### src/rtl/lfsr_gen_pkg.sv
// -----------------------------------------------------------------------------
// lfsr_pkg : shared helpers for the XNOR-form Fibonacci LFSR (lfsr_gen).
//   lfsr_taps(width)     - 64-bit tap mask, bit n-1 set for tap n
//                          (maximal-length table, widths 3..64)
//   lfsr_mask(width)     - 64-bit mask of the low 'width' bits
//   lfsr_shift(v, width) - one XNOR shift: {v[width-2:0], fb}, upper bits zero
// -----------------------------------------------------------------------------
package lfsr_pkg;

   localparam int LFSR_MAX_WIDTH = 64;

   // Sets bit n-1 for each non-zero tap number n.
   function automatic logic [LFSR_MAX_WIDTH-1:0] taps4(input int a, input int b,
                                                       input int c, input int d);
      logic [LFSR_MAX_WIDTH-1:0] m;
      m = '0;
      if (a > 0) m[a-1] = 1'b1;
      if (b > 0) m[b-1] = 1'b1;
      if (c > 0) m[c-1] = 1'b1;
      if (d > 0) m[d-1] = 1'b1;
      return m;
   endfunction

   function automatic logic [LFSR_MAX_WIDTH-1:0] lfsr_taps(input int width);
      logic [LFSR_MAX_WIDTH-1:0] m;
      case (width)
         3:  m = taps4(3, 2, 0, 0);
         4:  m = taps4(4, 3, 0, 0);
         5:  m = taps4(5, 3, 0, 0);
         6:  m = taps4(6, 5, 0, 0);
         7:  m = taps4(7, 6, 0, 0);
         8:  m = taps4(8, 6, 5, 4);
         9:  m = taps4(9, 5, 0, 0);
         10: m = taps4(10, 7, 0, 0);
         11: m = taps4(11, 9, 0, 0);
         12: m = taps4(12, 6, 4, 1);
         13: m = taps4(13, 4, 3, 1);
         14: m = taps4(14, 5, 3, 1);
         15: m = taps4(15, 14, 0, 0);
         16: m = taps4(16, 15, 13, 4);
         17: m = taps4(17, 14, 0, 0);
         18: m = taps4(18, 11, 0, 0);
         19: m = taps4(19, 6, 2, 1);
         20: m = taps4(20, 17, 0, 0);
         21: m = taps4(21, 19, 0, 0);
         22: m = taps4(22, 21, 0, 0);
         23: m = taps4(23, 18, 0, 0);
         24: m = taps4(24, 23, 22, 17);
         25: m = taps4(25, 22, 0, 0);
         26: m = taps4(26, 6, 2, 1);
         27: m = taps4(27, 5, 2, 1);
         28: m = taps4(28, 25, 0, 0);
         29: m = taps4(29, 27, 0, 0);
         30: m = taps4(30, 6, 4, 1);
         31: m = taps4(31, 28, 0, 0);
         32: m = taps4(32, 22, 2, 1);
         33: m = taps4(33, 20, 0, 0);
         34: m = taps4(34, 27, 2, 1);
         35: m = taps4(35, 33, 0, 0);
         36: m = taps4(36, 25, 0, 0);
         37: m = taps4(37, 5, 4, 3) | taps4(2, 1, 0, 0);
         38: m = taps4(38, 6, 5, 1);
         39: m = taps4(39, 35, 0, 0);
         40: m = taps4(40, 38, 21, 19);
         41: m = taps4(41, 38, 0, 0);
         42: m = taps4(42, 41, 20, 19);
         43: m = taps4(43, 42, 38, 37);
         44: m = taps4(44, 43, 18, 17);
         45: m = taps4(45, 44, 42, 41);
         46: m = taps4(46, 45, 26, 25);
         47: m = taps4(47, 42, 0, 0);
         48: m = taps4(48, 47, 21, 20);
         49: m = taps4(49, 40, 0, 0);
         50: m = taps4(50, 49, 24, 23);
         51: m = taps4(51, 50, 36, 35);
         52: m = taps4(52, 49, 0, 0);
         53: m = taps4(53, 52, 38, 37);
         54: m = taps4(54, 53, 18, 17);
         55: m = taps4(55, 31, 0, 0);
         56: m = taps4(56, 55, 35, 34);
         57: m = taps4(57, 50, 0, 0);
         58: m = taps4(58, 39, 0, 0);
         59: m = taps4(59, 58, 38, 37);
         60: m = taps4(60, 59, 0, 0);
         61: m = taps4(61, 60, 46, 45);
         62: m = taps4(62, 61, 6, 5);
         63: m = taps4(63, 62, 0, 0);
         64: m = taps4(64, 63, 61, 60);
         default: m = '0;
      endcase
      return m;
   endfunction

   function automatic logic [LFSR_MAX_WIDTH-1:0] lfsr_mask(input int width);
      logic [LFSR_MAX_WIDTH-1:0] ones;
      ones = '1;
      return ones >> (LFSR_MAX_WIDTH - width);
   endfunction

   // XNOR chain over the tapped bits, highest tap first.
   function automatic logic [LFSR_MAX_WIDTH-1:0] lfsr_shift(input logic [LFSR_MAX_WIDTH-1:0] v,
                                                            input int width);
      logic [LFSR_MAX_WIDTH-1:0] taps;
      logic                      fb;
      logic                      first;
      int unsigned               idx;
      taps  = lfsr_taps(width);
      fb    = 1'b0;
      first = 1'b1;
      for (int unsigned k = 0; k < LFSR_MAX_WIDTH; k++) begin
         idx = (LFSR_MAX_WIDTH - 1) - k;
         if (taps[idx]) begin
            if (first) fb = v[idx];
            else       fb = fb ^~ v[idx];
            first = 1'b0;
         end
      end
      return ((v << 1) | {{(LFSR_MAX_WIDTH-1){1'b0}}, fb}) & lfsr_mask(width);
   endfunction

endpackage

### src/rtl/lfsr_gen.sv
// -----------------------------------------------------------------------------
// lfsr_gen : parametrised XNOR-form Fibonacci LFSR, STEP shifts per enable.
//   Parameters: WIDTH (3..64), STEP (1..WIDTH), INIT_STATE (not all-ones).
//   Ports:
//     clk        clock
//     rst        asynchronous active-high reset
//     enable     advance by STEP shifts this cycle
//     seed_load  load 'seed' this cycle (priority over enable)
//     seed       seed value; all-ones is rejected and INIT_STATE used instead
//     value      current state (registered)
//     seed_err   one-cycle pulse after a rejected seed
//     wrapped    one-cycle pulse after an advance that lands on INIT_STATE
//     adv_count  (only with LFSR_GEN_ADV_CNT_EN) shifts since last load/reset
//   Optional feature macro: LFSR_GEN_ADV_CNT_EN
// -----------------------------------------------------------------------------
module lfsr_gen
   import lfsr_pkg::*;
#(
   parameter int               WIDTH      = 32,
   parameter int               STEP       = 1,
   parameter logic [WIDTH-1:0] INIT_STATE = '0
) (
   input  logic             clk,
   input  logic             rst,
   input  logic             enable,
   input  logic             seed_load,
   input  logic [WIDTH-1:0] seed,
   output logic [WIDTH-1:0] value,
   output logic             seed_err,
`ifdef LFSR_GEN_ADV_CNT_EN
   output logic [63:0]      adv_count,
`endif
   output logic             wrapped
);

   if (WIDTH < 3 || WIDTH > LFSR_MAX_WIDTH) begin : g_bad_width
      $fatal(1, "lfsr_gen: WIDTH must be 3..64");
   end
   if (STEP < 1 || STEP > WIDTH) begin : g_bad_step
      $fatal(1, "lfsr_gen: STEP must be 1..WIDTH");
   end
   if (INIT_STATE == {WIDTH{1'b1}}) begin : g_bad_init
      $fatal(1, "lfsr_gen: INIT_STATE must not be the all-ones lock-up state");
   end

   // Combinational unroll: stage[i] is the state after i single shifts.
   logic [WIDTH-1:0] stage [STEP+1];
   logic [WIDTH-1:0] adv_value;
   logic             seed_bad;

   assign stage[0] = value;
   for (genvar gi = 0; gi < STEP; gi++) begin : g_step
      assign stage[gi+1] = WIDTH'(lfsr_shift(LFSR_MAX_WIDTH'(stage[gi]), WIDTH));
   end
   assign adv_value = stage[STEP];
   assign seed_bad  = (seed == {WIDTH{1'b1}});

   always_ff @(posedge clk or posedge rst) begin
      if (rst) begin
         value    <= INIT_STATE;
         seed_err <= 1'b0;
         wrapped  <= 1'b0;
`ifdef LFSR_GEN_ADV_CNT_EN
         adv_count <= '0;
`endif
      end else begin
         seed_err <= 1'b0;
         wrapped  <= 1'b0;
         if (seed_load) begin
            if (seed_bad) begin
               value    <= INIT_STATE;
               seed_err <= 1'b1;
            end else begin
               value <= seed;
            end
`ifdef LFSR_GEN_ADV_CNT_EN
            adv_count <= '0;
`endif
         end else if (enable) begin
            value   <= adv_value;
            wrapped <= (adv_value == INIT_STATE);
`ifdef LFSR_GEN_ADV_CNT_EN
            adv_count <= adv_count + 64'(STEP);
`endif
         end
      end
   end

endmodule

### config.mk
export PLATFORM = sky130hd
export DESIGN_NAME = lfsr_gen
export DESIGN_NICKNAME = d
export VERILOG_FILES = /design/src/rtl/lfsr_gen_pkg.sv /design/src/rtl/lfsr_gen.sv
export SDC_FILE = /design/constraint.sdc
export NUM_CORES = 1
export LEC_CHECK = 0
export ABC_CLOCK_PERIOD_IN_PS = 1300
export CAP_MARGIN = 0
export CORE_ASPECT_RATIO = 0.7
export CORE_MARGIN = 4
export CORE_UTILIZATION = 39
export CTS_CLUSTER_DIAMETER = 80
export DETAILED_ROUTE_END_ITERATION = 10
export PLACE_DENSITY_LB_ADDON = 0.05
export SETUP_SLACK_MARGIN = 0.02
export SYNTH_ARGS = -nofsm -noshare
export SYNTH_HDL_FRONTEND = slang
export SYNTH_SLANG_ARGS = --single-unit
### constraint.sdc
create_clock -name clk -period 1.3 [get_ports clk]
set_input_delay 0.26 -clock clk [delete_from_list [all_inputs] [get_ports clk]]
set_output_delay 0.26 -clock clk [all_outputs]
set_load 0.05 [all_outputs]
Word level (Yosys, flattened, before mapping) --
Cells that the tools add are included.
Storage, ports and cells: register bits after elaboration 34, input port bits 36, word-level logic and storage cells 17
Cells by class: equality and inequality tests 1, mux-type cells 7, bitwise logic cells 4, reductions and logical operators 2
Operators by type and width (number):
- two-way mux 32 bit | 3
- == test 32 bit, second input constant | 1
- zero test 32 bit | 1
- OR 32 x 1 -> 32 bit | 1
- two-way mux 1 bit | 4
- bitwise XNOR 1 bit | 3
- nonzero test 2 bit | 1

Logic depth before layout (Yosys ltp) --
Gate-level depths: netlist of the first run.
depth in word-level cells 7, depth in mapped cells 6

Least setup slack after synthesis of the first run --
OpenSTA, ideal clock, no wires.
path type reg2reg, start point reg value[1], end point reg wrapped, library setup time 0.086 ns, data arrival time 1.608 ns, data required time 1.214 ns, path slack -0.394 ns, cell stages (with the launch flop) 7, buffers on the path 0, clock period less this slack 1.694 ns, cell sequence dfrtp_1 -> xnor2_1 -> xnor2_1 -> ha_1 -> nor4b_1 -> nand4_1 -> nor3_1
On the way: word-level cells in the longest chain between the ends 6
Ends and longest elaborated chain:
- start: declaration | RTL line lfsr_gen.sv:28 | output logic [WIDTH-1:0] value,
- start signal: assignment | RTL line lfsr_gen.sv:80 | value <= adv_value;
- bitwise XNOR 1 bit (2 in a row) | RTL line lfsr_gen_pkg.sv:114 | else fb = fb ^~ v[idx];
- OR 32 x 1 -> 32 bit * | RTL line lfsr_gen_pkg.sv:118 | return ((v << 1) | {{(LFSR_MAX_WIDTH-1){1'b0}}, fb}) & lfsr_mask(width);
- zero test 32 bit * | RTL line lfsr_gen.sv:81 | wrapped <= (adv_value == INIT_STATE);
- two-way mux 1 bit * | RTL line lfsr_gen.sv:79 | end else if (enable) begin
- two-way mux 1 bit * | RTL line lfsr_gen.sv:69 | if (seed_load) begin
- end signal: assignment | RTL line lfsr_gen.sv:81
- end: declaration | RTL line lfsr_gen.sv:33 | output logic wrapped
Every way passes the cells marked *; elsewhere a longest branch is shown, timed or not. A chain may end at the register's enable or synchronous reset.

Final worst setup path of the first run --
Same ends and word-level chain as after synthesis.

==> metrics list, run 1 <==
- Worst skew pair latency: around 290 ps
* Count of cells along the worst register-to-register path: 6
- The initial utilization of the core area, before any placement, comes to 40.8%.
* Power density normalized to cell area: roughly 1100 nW/um2
* Worst Max-Slew Pin Slew: 576 ps
- Among all stages on the critical path, the largest delay is contributed by dfrtp_2.
* Switch Pwr: between 1 and 1.5 mW
* Die width: a little under 90 um
* Routed len/inst: between 20 and 25 um
- In this run, distinct cell masters in the synthesized netlist total 20.
* Count of buffering cells on the critical path with inverters included: 0
- Met3 Use GR: roughly 6.6%
* Pin count of the biggest net entering global routing: 42
- In this run, synthesis produced a sequential element count of 34.
- Internal power consumption: 2.41 mW
* Global placement routability congestion: roughly 0.8
- Of all nets on the critical path, the largest fanout is 2.
- Iter 0 DRT Violations: roughly 150
* Final worst path period need: about 1500 ps
- The count of nets left with antenna violations once routing finished came out at 0.
- Hold Vio Cnt, Final: 0
- After clock tree synthesis, the clock-pin slew on the worst setup and hold paths is around 70 ps.
- Across the VDD grid, the largest voltage drop is 0.835 mV.
- Static timing analysis puts the maximum clock frequency at just under 700 MHz.
- Cell type group with the largest total delay on the critical path: simple AND/OR/NAND/NOR gates
- Proportion of power drawn by the clock network: 21.7%
* Sequential share of power: a little over a third
- Data arrival, critical path: roughly 1700 ps
- The critical path goes through xnor2_2 -> xnor2_1 -> ha_1 -> nor4b_4 -> nand4_1 -> nor3_2.
- In the routed layout, each cell is associated on average with a via count of 5.72.
* Core area: between 4000 and 5000 um2
- The number of global-route vias before repair was around 1.9k.
* Hold-critical path endpoint: value[7]$_DFFE_PP0P_
* Worst-case headroom to the max-slew limit: 61.6%
- Outcome: finished, violations left
* TritonCTS clock tree: yes
- Share of power burned in combinational logic: between 40% and 50%
* Total of endpoints with negative setup slack in the final report: 34
- Setup slack of the critical path after layout: -184 ps
* Reg-to-reg setup timing slack: -180 ps
- Input and output buffers added on the ports amount to approximately 70.
- Net switching is between 30% and 40% of the power.
- Setup repair after global routing could not meet its margin everywhere.
- The worst hold path belongs to the class in2reg.
- For this design the top-level I/O count stands at 70.
- Via count: between 1.5k and 2k
- Net count reported at finish: roughly 310
* Max-cap violation count: 0
* Vert. Die Dim: approximately 65 um
* Clk_skew: slightly above 10 ps
- Residual overflow from global routing: 0
* Die area: roughly 5700 um2
* Type of element launching the critical path: flop
- First-pass GRT wire length: 9570 um
* Global routing usage summed across all routing layers: 22.2%
- For the worst setup path, the data required time is ~1500 ps.
* Share of layout cells above drive strength 1: between 50% and 60%
- Biggest cell delay along the critical path: approximately 420 ps
- Worst slack, placed: -761 ps
- The count of cells in the finished layout, fillers not included, comes to roughly 330.
- DR DRC count: 0
- The H-tree generated during clock tree synthesis spans 2 levels.
- The startpoint identified for the worst hold timing path is seed[7].
- Failing checks: setup timing
- Final Routed Wirelength: around 6700 um
* Count of TritonRoute iterations in the first routing pass: 4
* Synthesis Warnings: 0
* Worst setup path class: reg2reg
- The initial antenna violation count came to 0.
- Most Crowded Layer GR: met2
- From synthesis to final layout, the design area changed by 97.0%.
- Summed over all cells, the static leakage comes to 1.60 nW.
- Tcrit/Tclk final: 114%
* DPL Wire Length: between 4000 and 5000 um
* Synth Net Count: 210
* Number of CTS-inserted buffers: 5
- The max-slew violation count is 0.
* Met2 usage in global routing: 36.3%
- Clock Path Buffers: 2
- A synthesized cell averages approximately 10 um2.
* Fraction of the yosys area taken by sequential cells: approximately 48%
- The root buffer cell chosen for the clock tree is clkbuf_8.
- The repair_antennas step left the layout with diodes totalling 0.
- Placed cell count: about 310
- Number of standard-cell rows in the floorplan: 20
* Worst R2R End: wrapped$_DFF_PP0_
- Along the worst hold path, the cell count comes to 3.
- STA classifies the critical path endpoint as a flop.
* Cells after Synth: about 170
- Area of the mapped netlist: ~1800 um2
* Number of clock sinks seen by CTS: 34
* Met1 Resource Use GR: 28.3%
* Worst reg2reg path startpoint: value[1]$_DFFE_PP0P_
## cell type report
type	count	area, um2
clock buffers	7	86.3
well taps	55	68.8
flip-flops and latches	34	855
repair buffers	109	1380
clock inverters	1	5.00
fillers	242	857
multi-input cells	123	1120
inverters	2	7.51
## registers in the layout (all words and copies together), names as in the netlist
signal and count:
value 32, wrapped 1, seed_err 1
## layout by cell type (no fill, tap or decap), types with 3 or more instances in the layout
cell      instances
buf_8             3
mux2i_1          32
o22ai_4           7
nand4_1          10
buf_6            17
clkbuf_8          6
nand2_1          32
nor4_1            5
o22ai_2          25
buf_4            22
dfrtp_2           3
buf_12           39
dfrtp_1          31
buf_2            21
## synthesized netlist by cell type (all sizes together)
library cell / number / share of area [%]
and2: 1 / 0.42
buf: 6 / 2.7
clkbuf: 8 / 1.7
dfrtp: 34 / 48
ha: 1 / 0.70
inv: 2 / 0.42
mux2i: 32 / 18
nand2: 32 / 6.7
nand4: 10 / 3.5
nor2: 2 / 0.84
nor3: 1 / 0.28
nor4: 5 / 1.7
nor4b: 2 / 0.98
o22ai: 32 / 12
or3: 1 / 0.35
or4: 2 / 1.3
xnor2: 2 / 0.98
## metrics by stage
stage	hold slack [ps]	power [mW]	utilization (%)	instance area (um2)	TNS [ps]
2_1_floorplan	401	1.97	-	1810	-3170
3_3_place_gp	555	2.80	71.1	3110	-22770
3_5_place_dp	553	2.84	71.1	3110	-24260
4_1_cts	226	3.62	75.9	3330	-3180
5_1_grt	240	3.92	80.4	3520	-4090
6_report	244	3.77	80.4	3520	-3360
## power groups by stage
stage / registers, mW / clock network [mW] / logic, mW
6_report: 1.31 / 0.818 / 1.65
5_1_grt: 1.32 / 0.876 / 1.72
4_1_cts: 1.29 / 0.812 / 1.52
3_5_place_dp: 1.31 / 0 / 1.53
3_3_place_gp: 1.30 / 0 / 1.50
2_1_floorplan: 1.67 / 0 / 0.302
## worst min-delay path, cell delays in order
cell	delay, ps
buf_2	110
nand2_1	70
o22ai_2	60
## worst max path at each step
| stage | startpoint | endpoint | slack (ps) | cells after the start |
|---|---|---|---|---|
| 6_report | value[1]$_DFFE_PP0P_ | wrapped$_DFF_PP0_ | -180 | 6 |
| 5_1_grt | value[1]$_DFFE_PP0P_ | wrapped$_DFF_PP0_ | -250 | 6 |
| 4_1_cts | seed[1] | value[5]$_DFFE_PP0P_ | -150 | 9 |
| 3_5_place_dp | seed[0] | value[3]$_DFFE_PP0P_ | -760 | 6 |
| 3_3_place_gp | seed[1] | value[29]$_DFFE_PP0P_ | -700 | 6 |
| 2_1_floorplan | value[1]$_DFFE_PP0P_ | value[0]$_DFFE_PP0P_ | -160 | 5 |
## timing repair
item,CTS,global route
pin swaps,16,7
gates cloned,3,1
gates resized for setup,147,43
hold buffers,0,0
setup endpoints to repair,35,40
setup buffers,8,3
## kinds of logic after synthesis
logic type / count (synthesis) / synth area share [%]
compound gates: 32 / 11.9
xor+xnor: 2 / 0.980
fa+ha+maj: 1 / 0.700
buf+inv: 16 / 4.83
flops: 34 / 47.6
mux: 32 / 17.9
simple gates: 56 / 16.1
## routing by layer
layer,part of all wire [%],vias up
li1,-,859
met3,5.4,9
met2,51,63
met5,0,-
met1,43,963
met4,0.90,0
(Power assumes the default switching activity.)
==> inputs of run 2 (changes only) <==
CAP_MARGIN = not set   (was 0)
==> results of run 2 <==
Same layout as run 1: the final DEF is identical, and so are final timing and power.
